==> src/rtl/csr_file.sv <==
// Machine-mode CSR file for the RV64 core: read port, writeback write port, trap/mret updates, mcycle/minstret.
// Optional `CSR_BYPASS_EN forwards a same-cycle writeback value to the read port.
module csr_file #(
    parameter logic [63:0] MISA_VALUE = 64'h8000000000000100,
    parameter logic [63:0] HART_ID    = 64'd0
) (
    input  logic        clk,
    input  logic        rst,
    input  logic        CSR_wbEn,
    input  logic [11:0] CSR_addr,
    input  logic [63:0] CSR_value,
    input  logic        commit_valid,
    input  logic [11:0] rd_addr,
    output logic [63:0] rd_data,
    output logic        rd_illegal,
    input  logic        trap_en,
    input  logic [63:0] trap_cause,
    input  logic [63:0] trap_pc,
    input  logic [63:0] trap_tval,
    input  logic        mret_en,
    output logic [63:0] mtvec_out,
    output logic [63:0] mepc_out,
    output logic [63:0] mstatus_out,
    output logic        wr_ignored
);

    localparam logic [11:0] ADDR_MSTATUS  = 12'h300;
    localparam logic [11:0] ADDR_MISA     = 12'h301;
    localparam logic [11:0] ADDR_MIE      = 12'h304;
    localparam logic [11:0] ADDR_MTVEC    = 12'h305;
    localparam logic [11:0] ADDR_MSCRATCH = 12'h340;
    localparam logic [11:0] ADDR_MEPC     = 12'h341;
    localparam logic [11:0] ADDR_MCAUSE   = 12'h342;
    localparam logic [11:0] ADDR_MTVAL    = 12'h343;
    localparam logic [11:0] ADDR_MIP      = 12'h344;
    localparam logic [11:0] ADDR_SATP     = 12'h180;
    localparam logic [11:0] ADDR_MCYCLE   = 12'hB00;
    localparam logic [11:0] ADDR_MINSTRET = 12'hB02;
    localparam logic [11:0] ADDR_MHARTID  = 12'hF14;

    localparam logic [63:0] MSTATUS_MASK  = 64'h0000_0000_0000_1888;
    localparam logic [63:0] MSTATUS_RESET = 64'h0000_0000_0000_1800;

    logic [63:0] mstatus_q, mstatus_d;
    logic [63:0] mie_q, mie_d;
    logic [63:0] mtvec_q, mtvec_d;
    logic [63:0] mscratch_q, mscratch_d;
    logic [63:0] mepc_q, mepc_d;
    logic [63:0] mcause_q, mcause_d;
    logic [63:0] mtval_q, mtval_d;
    logic [63:0] mip_q, mip_d;
    logic [63:0] satp_q, satp_d;
    logic [63:0] mcycle_q, mcycle_d;
    logic [63:0] minstret_q, minstret_d;
    logic        wr_ignored_q, wr_ignored_d;

    logic [63:0] wrData;
    logic [63:0] regData;

    function automatic logic isWritable(input logic [11:0] addr);
        case (addr)
            ADDR_MSTATUS, ADDR_MIE, ADDR_MTVEC, ADDR_MSCRATCH, ADDR_MEPC,
            ADDR_MCAUSE, ADDR_MTVAL, ADDR_MIP, ADDR_SATP,
            ADDR_MCYCLE, ADDR_MINSTRET: isWritable = 1'b1;
            default:                    isWritable = 1'b0;
        endcase
    endfunction

    // Masks are applied on the way in, so stored values already read back in their legal form.
    function automatic logic [63:0] writeMask(input logic [11:0] addr, input logic [63:0] value);
        case (addr)
            ADDR_MSTATUS: writeMask = value & MSTATUS_MASK;
            ADDR_MTVEC:   writeMask = value & ~64'h2;
            ADDR_MEPC:    writeMask = value & ~64'h3;
            default:      writeMask = value;
        endcase
    endfunction

    assign wrData = writeMask(CSR_addr, CSR_value);

    always_comb begin
        mstatus_d    = mstatus_q;
        mie_d        = mie_q;
        mtvec_d      = mtvec_q;
        mscratch_d   = mscratch_q;
        mepc_d       = mepc_q;
        mcause_d     = mcause_q;
        mtval_d      = mtval_q;
        mip_d        = mip_q;
        satp_d       = satp_q;
        mcycle_d     = mcycle_q + 64'd1;
        minstret_d   = minstret_q + {63'd0, commit_valid};
        wr_ignored_d = wr_ignored_q | (CSR_wbEn & ~isWritable(CSR_addr));

        if (CSR_wbEn) begin
            case (CSR_addr)
                ADDR_MSTATUS:  mstatus_d  = wrData;
                ADDR_MIE:      mie_d      = wrData;
                ADDR_MTVEC:    mtvec_d    = wrData;
                ADDR_MSCRATCH: mscratch_d = wrData;
                ADDR_MEPC:     mepc_d     = wrData;
                ADDR_MCAUSE:   mcause_d   = wrData;
                ADDR_MTVAL:    mtval_d    = wrData;
                ADDR_MIP:      mip_d      = wrData;
                ADDR_SATP:     satp_d     = wrData;
                ADDR_MCYCLE:   mcycle_d   = wrData;
                ADDR_MINSTRET: minstret_d = wrData;
                default: ;
            endcase
        end

        // Trap beats mret beats the writeback write; both start from the old mstatus.
        if (trap_en) begin
            mepc_d             = trap_pc & ~64'h3;
            mcause_d           = trap_cause;
            mtval_d            = trap_tval;
            mstatus_d          = mstatus_q;
            mstatus_d[7]       = mstatus_q[3];
            mstatus_d[3]       = 1'b0;
            mstatus_d[12:11]   = 2'b11;
        end else if (mret_en) begin
            mstatus_d          = mstatus_q;
            mstatus_d[3]       = mstatus_q[7];
            mstatus_d[7]       = 1'b1;
            mstatus_d[12:11]   = 2'b11;
        end
    end

    always_ff @(posedge clk or posedge rst) begin
        if (rst) begin
            mstatus_q    <= MSTATUS_RESET;
            mie_q        <= '0;
            mtvec_q      <= '0;
            mscratch_q   <= '0;
            mepc_q       <= '0;
            mcause_q     <= '0;
            mtval_q      <= '0;
            mip_q        <= '0;
            satp_q       <= '0;
            mcycle_q     <= '0;
            minstret_q   <= '0;
            wr_ignored_q <= 1'b0;
        end else begin
            mstatus_q    <= mstatus_d;
            mie_q        <= mie_d;
            mtvec_q      <= mtvec_d;
            mscratch_q   <= mscratch_d;
            mepc_q       <= mepc_d;
            mcause_q     <= mcause_d;
            mtval_q      <= mtval_d;
            mip_q        <= mip_d;
            satp_q       <= satp_d;
            mcycle_q     <= mcycle_d;
            minstret_q   <= minstret_d;
            wr_ignored_q <= wr_ignored_d;
        end
    end

    always_comb begin
        regData    = '0;
        rd_illegal = 1'b0;
        case (rd_addr)
            ADDR_MSTATUS:  regData = mstatus_q;
            ADDR_MISA:     regData = MISA_VALUE;
            ADDR_MIE:      regData = mie_q;
            ADDR_MTVEC:    regData = mtvec_q;
            ADDR_MSCRATCH: regData = mscratch_q;
            ADDR_MEPC:     regData = mepc_q;
            ADDR_MCAUSE:   regData = mcause_q;
            ADDR_MTVAL:    regData = mtval_q;
            ADDR_MIP:      regData = mip_q;
            ADDR_SATP:     regData = satp_q;
            ADDR_MCYCLE:   regData = mcycle_q;
            ADDR_MINSTRET: regData = minstret_q;
            ADDR_MHARTID:  regData = HART_ID;
            default:       rd_illegal = 1'b1;
        endcase
    end

`ifdef CSR_BYPASS_EN
    assign rd_data = (CSR_wbEn && (CSR_addr == rd_addr) && isWritable(rd_addr)) ? wrData : regData;
`else
    assign rd_data = regData;
`endif

    assign mtvec_out   = mtvec_q;
    assign mepc_out    = mepc_q;
    assign mstatus_out = mstatus_q;
    assign wr_ignored  = wr_ignored_q;

endmodule

==> config.mk <==
export PLATFORM = sky130hd
export DESIGN_NAME = csr_file
export DESIGN_NICKNAME = d
export VERILOG_FILES = /design/src/rtl/csr_file.sv
export SDC_FILE = /design/constraint.sdc
export NUM_CORES = 2
export LEC_CHECK = 0
export ABC_CLOCK_PERIOD_IN_PS = 19400
export BUFFER_PORTS_ARGS = -buffer_cell sky130_fd_sc_hd__buf_4
export CAP_MARGIN = 5
export CORE_ASPECT_RATIO = 1.1
export CORE_MARGIN = 2
export CORE_UTILIZATION = 40
export CTS_CLUSTER_SIZE = 25
export DETAILED_ROUTE_END_ITERATION = 10
export GPL_ROUTABILITY_DRIVEN = 0
export GPL_TIMING_DRIVEN = 1
export PLACE_DENSITY = 0.67
export RECOVER_POWER = 50
export SLEW_MARGIN = 5
export SYNTH_ARGS = -nofsm -noshare
export SYNTH_HDL_FRONTEND = slang
export SYNTH_SLANG_ARGS = --single-unit
==> constraint.sdc <==
create_clock -name clk -period 19.4 [get_ports clk]
set_input_delay 0 -clock clk [delete_from_list [all_inputs] [get_ports clk]]
set_output_delay 0 -clock clk [all_outputs]
set_load 0.01 [all_outputs]
### Word level (Yosys, flattened, before mapping)

Index checks and enable logic that the tools add are counted.

* add/sub/neg operators: 2
* equality and inequality tests: 24
* multiplexer cells: 21
* bitwise gates (word level): 5
* reduce and logical (&&, ||, !) cells: 18

Operator list (number)
* $mux 64: 13
* $pmux 64 s12: 1
* $eq 12x10->1 const B: 17
* $pmux 64 s3: 1
* $add 64x1->64: 1
* $add 64x1->64 const B: 1
* $eq 12x12->1 const B: 5
* $mux 13: 4
* $eq 12x9->1 const B: 2
* $reduce_and 2->1: 9
* $reduce_or 13->1: 1
* $reduce_or 11->1: 1
* $reduce_bool 2->1: 4
* $reduce_bool 3->1: 2
* $reduce_and 4->1: 1
* $not 1->1: 3
* $mux 1: 2
* $and 1x1->1: 1
* $or 1x1->1: 1

* flip-flop bits (word level): 705
* input bits: 286

### Logic depth before layout (Yosys ltp)

* word-level depth: 6
* mapped depth: 9
* depth with buffers taken out: 7

### Worst setup path after synthesis

Ideal clock, no wire load.

* path type: register -> register
* start: register mcycle_q[0]
* end: register mcycle_q[62]
* library setup time: 0.082 ns
* data arrival time: 2.657 ns
* data required time: 19.318 ns
* path slack: 16.661 ns
* stages on the path, launching flop included: 9
* path buffers: 2
* clock period less this slack: 2.739 ns
* path through: dfrtp_1 ha_1 nand2_4 or4_1 buf_2 or4_1 buf_2 or4_1 a31oi_1

* word-level cells in the longest chain between the ends: 3

RTL lines
* from (decl): line 53 `logic [63:0] mcycle_q, mcycle_d;`
* from (signal assigned): line 153 `mcycle_q <= mcycle_d;`
* $add 64x1->64 (*): line 91 `mcycle_d = mcycle_q + 64'd1;`
* $mux 64: line 96 `case (CSR_addr)`
* $mux 64 (*): line 95 `if (CSR_wbEn) begin`
* net mcycle_d[62]: line 53

Mark *: on every way through the listed nets, which the timed path passes. The rest lies on a longest branch.
A chain may end at the register's enable or synchronous reset.

==> impl_metrics.env <==
export IMPL_routed_wirelength_um=156000
export IMPL_numCtsBuffers=78
export IMPL_synth_nets=3996
export IMPL_slew_viol_final=1485
export IMPL_nets=4842
export IMPL_pwr_share_comb=0.104
export IMPL_synth_most_common_cell="dfrtp_1"
export IMPL_crit_path_start_kind="input port"
export IMPL_cp_num_buf_inv=7
export IMPL_cp_max_fo=77
export IMPL_reg2reg_to="minstret_q[54]"
export IMPL_drv_cap=28
export IMPL_grt_pass1_vias=34500
export IMPL_setup_viol=0
export IMPL_crit_type="input port to async pin"
export IMPL_yosys_area_share_adder=0.00107
export IMPL_sequentialPowerShare=0.451
export IMPL_hold_viol=0
export IMPL_async_flop_share=1.00
export IMPL_grt_pass1_wl_um=228000
export IMPL_syn_area_mm2=0.0350
export IMPL_die_y_um=314
export IMPL_synth_avg_cell_area_um2=9.44
export IMPL_leakage_nw=20.1
export IMPL_post_route_period_util=0.447
export IMPL_antenna_found_initial=2
export IMPL_ys_ff_latch=705
export IMPL_worst_setup_path_end_kind="async pin"
export IMPL_clk_latency_ps=660
export IMPL_start_util=0.404
export IMPL_cp_data_arrival_time_ps=9270
export IMPL_holdPathEnd="mcycle_q[0]"
export IMPL_synth_commonest_cells="703 x dfrtp_1, 671 x nand2_1, 547 x o21ai_0"
export IMPL_worstHoldStart="CSR_addr[0]"
export IMPL_first_iter_violations=4024
export IMPL_yosys_area_share_simple=0.166
export IMPL_multiInputGateArea_mm2=0.0163
export IMPL_first_pass_iters=8
export IMPL_drc=0
export IMPL_p_per_area_mw_per_mm2=75.6
export IMPL_dp_slack_ps=15010
export IMPL_via_count=34800
export IMPL_regArea_mm2=0.0176
export IMPL_failed_checks="max-capacitance violations, max-slew violations"
export IMPL_r2r_start="minstret_q[0]"
export IMPL_min_path_type="input port to register"
export IMPL_cts_tree="built"
export IMPL_dieWidth_um=286
export IMPL_pwr_share_clk=0.446
export IMPL_period_minus_slack_ps=8670
export IMPL_worst_slack_ps=10730
export IMPL_core_area_mm2=0.0865
export IMPL_ant_nets=0
export IMPL_yosys_warnings=0
export IMPL_cp_required_ps=20010
export IMPL_finalClockSkew_ps=30.0
export IMPL_power_switching_w=0.000895
export IMPL_synthCells=3707
export IMPL_drive_above_1_share=0.135
export IMPL_place_hpwl_um=101000
export IMPL_synth_seq_area_share=0.504
export IMPL_synth_compound_area_frac=0.191
export IMPL_path_delay_family="buffers and inverters"
export IMPL_worst_pin_slew_ps=4940
export IMPL_track_usage=0.342
export IMPL_htree_levels=3
export IMPL_max_stage_delay_ps=2970
export IMPL_clk_path_buf_depth=3
export IMPL_ys_types=74
export IMPL_dieArea_mm2=0.0898
export IMPL_path_clk_slew_ps=60
export IMPL_grt_start_max_net_pins=187
export IMPL_timing_hold_ws_ps=68.4
export IMPL_avgRoutedWirePerCell_um=27.1
export IMPL_rrSetupSlack_ps=15900
export IMPL_fill_cells=7839
export IMPL_synthXorXnorAreaFrac=0.0208
export IMPL_portBuffers=541
export IMPL_clock_sinks=705
export IMPL_fin_tns_setup_ps=0
export IMPL_synth_top_family_by_area="compound AO/OA/AOI/OAI gates"
export IMPL_grt_overflow=0
export IMPL_synth_area_leaders="dfrtp_1 50%, o21ai_0 7.8%, nand2_1 7.2%"
export IMPL_max_freq_mhz=115
export IMPL_io_pins=544
export IMPL_maxSlewHeadroom=-2.29
export IMPL_cpMaxStageDelayCell="clkbuf_1"
export IMPL_worstRegToRegCells=7
export IMPL_root_buffer="clkbuf_16"
export IMPL_ir_drop_mv=0.0616
export IMPL_status="finished, violations left"
export IMPL_synth_top_cell_by_area="dfrtp_1"
export IMPL_hold_depth=5
export IMPL_yosysTopAreaCellShare=0.503
export IMPL_rows=113
export IMPL_viasPerCell=6.03
export IMPL_switching_share=0.255
export IMPL_cpMostUsedCell="clkbuf_1"
export IMPL_path_cells="dlygate4sd3_1 -> clkbuf_1 -> clkinvlp_2 -> clkbuf_1 -> clkbuf_1 -> buf_4 -> buf_4"
export IMPL_grt_setup_unrepaired="no"
export IMPL_syn_to_final_growth_pct=32.7
export IMPL_ys_flop_type="dfrtp_1"
export IMPL_muxShareOfSynthArea=0.0822
export IMPL_intPower_w=0.00262
export IMPL_synth_edf_count=0
## metal layers
layer,vias to the layer above,track usage,wire length [um]
met2,1902,0.555,72700
li1,15100,-,-
met5,-,0,11
met3,459,0.0622,13800
met4,2,0.180,9230
met1,17300,0.436,60400
## how the worst max path moves through the flow
stage,startpoint,to,slack [ps],cells after the start
6_report,rst,mcycle_q[7],10730,7
5_1_grt,rst,mcycle_q[8],9280,7
4_1_cts,rst,mcycle_q[6],15120,7
3_5_place_dp,rst,mscratch_q[2],15010,6
3_3_place_gp,rst,satp_q[2],15030,6
2_1_floorplan,rst,mcause_q[0],9750,1
## stage by stage
step,instances,utilization,area (um2),total power [W]
after global placement,5174,0.465,40200,0.00188
after detailed placement,5174,0.465,40200,0.00189
after global routing,5764,0.536,46400,0.00361
after CTS,5764,0.547,47400,0.00352
final,5767,0.536,46400,0.00351
after floorplan,3707,-,35000,0.00173
## final cells by class
cell class | instances | area share
Clock inverter | 36 | 0.00922
Antenna cell | 3 | 0.000162
Tap cell | 1150 | 0.0310
Multi-Input combinational cell | 2686 | 0.351
Inverter | 15 | 0.00124
Clock buffer | 105 | 0.0482
Sequential cell | 705 | 0.380
Timing Repair Buffer | 1067 | 0.179
## cell usage in the layout, fill, tap and decap left out, types with 7 or more instances in the layout
master         instances
nor2_1               157
bufinv_16              8
and2_0                29
clkinv_2              15
nand3_1               91
o211ai_1               9
nor4_1                25
a221oi_1              42
o31ai_1               11
and2_1                36
xnor2_1               45
and3_1                20
xor2_1                38
a31oi_1               44
a21oi_1               91
o21ai_0              547
nand2_1              670
clkbuf_16             80
or3_1                 46
dlygate4sd3_1        449
mux2i_1              222
a22oi_1              113
buf_4                390
clkinvlp_4             7
clkbuf_1             236
inv_1                 13
nand4_1               50
dfrtp_1              703
nor3_1                27
clkbuf_8              14
and4_1                10
nor3b_1                7
or4_1                 21
mux2_2                52
o2bb2ai_1             13
a22o_1                38
a21boi_0              58
a222oi_1              52
## worst reg2reg max path, cell delays in order, from the launching register on
cell and delay, ps:
dfrtp_1 350, ha_1 280, ha_1 320, inv_1 140, or4_1 830, or4_1 870, or3_1 460, a31oi_1 170
## cell families (layout without fill, tap and decap cells)
family	count (synthesis)	after routing
simple gates	1254	1254
compound gates	1069	1069
flops	705	705
buf+inv	316	1223
mux	277	277
xor+xnor	83	83
fa+ha+maj	3	3
other cells	0	3
## flip-flops by register name (all words and copies together), names as in the netlist
| signal | flops |
|---|---|
| mcause_q | 64 |
| mcycle_q | 64 |
| mepc_out | 64 |
| mie_q | 64 |
| minstret_q | 64 |
| mip_q | 64 |
| mscratch_q | 64 |
| mstatus_out | 64 |
| mtval_q | 64 |
| mtvec_out | 64 |
| satp_q | 64 |
| wr_ignored | 1 |
## power groups by stage
stage | sequential (W) | combinational, W | clock (W)
5_1_grt | 0.00159 | 0.000393 | 0.00163
6_report | 0.00158 | 0.000364 | 0.00156
3_5_place_dp | 0.00161 | 0.000279 | 0
3_3_place_gp | 0.00161 | 0.000274 | 0
4_1_cts | 0.00158 | 0.000367 | 0.00157
2_1_floorplan | 0.00160 | 0.000138 | 0
## repair_timing
item,in CTS,in global routing
buffers inserted,0,0
hold buffers,449,0
gates resized for setup,0,0
hold endpoints to repair,676,0
endpoints found under the setup margin,0,0
Power figures use the tool's default switching activity.
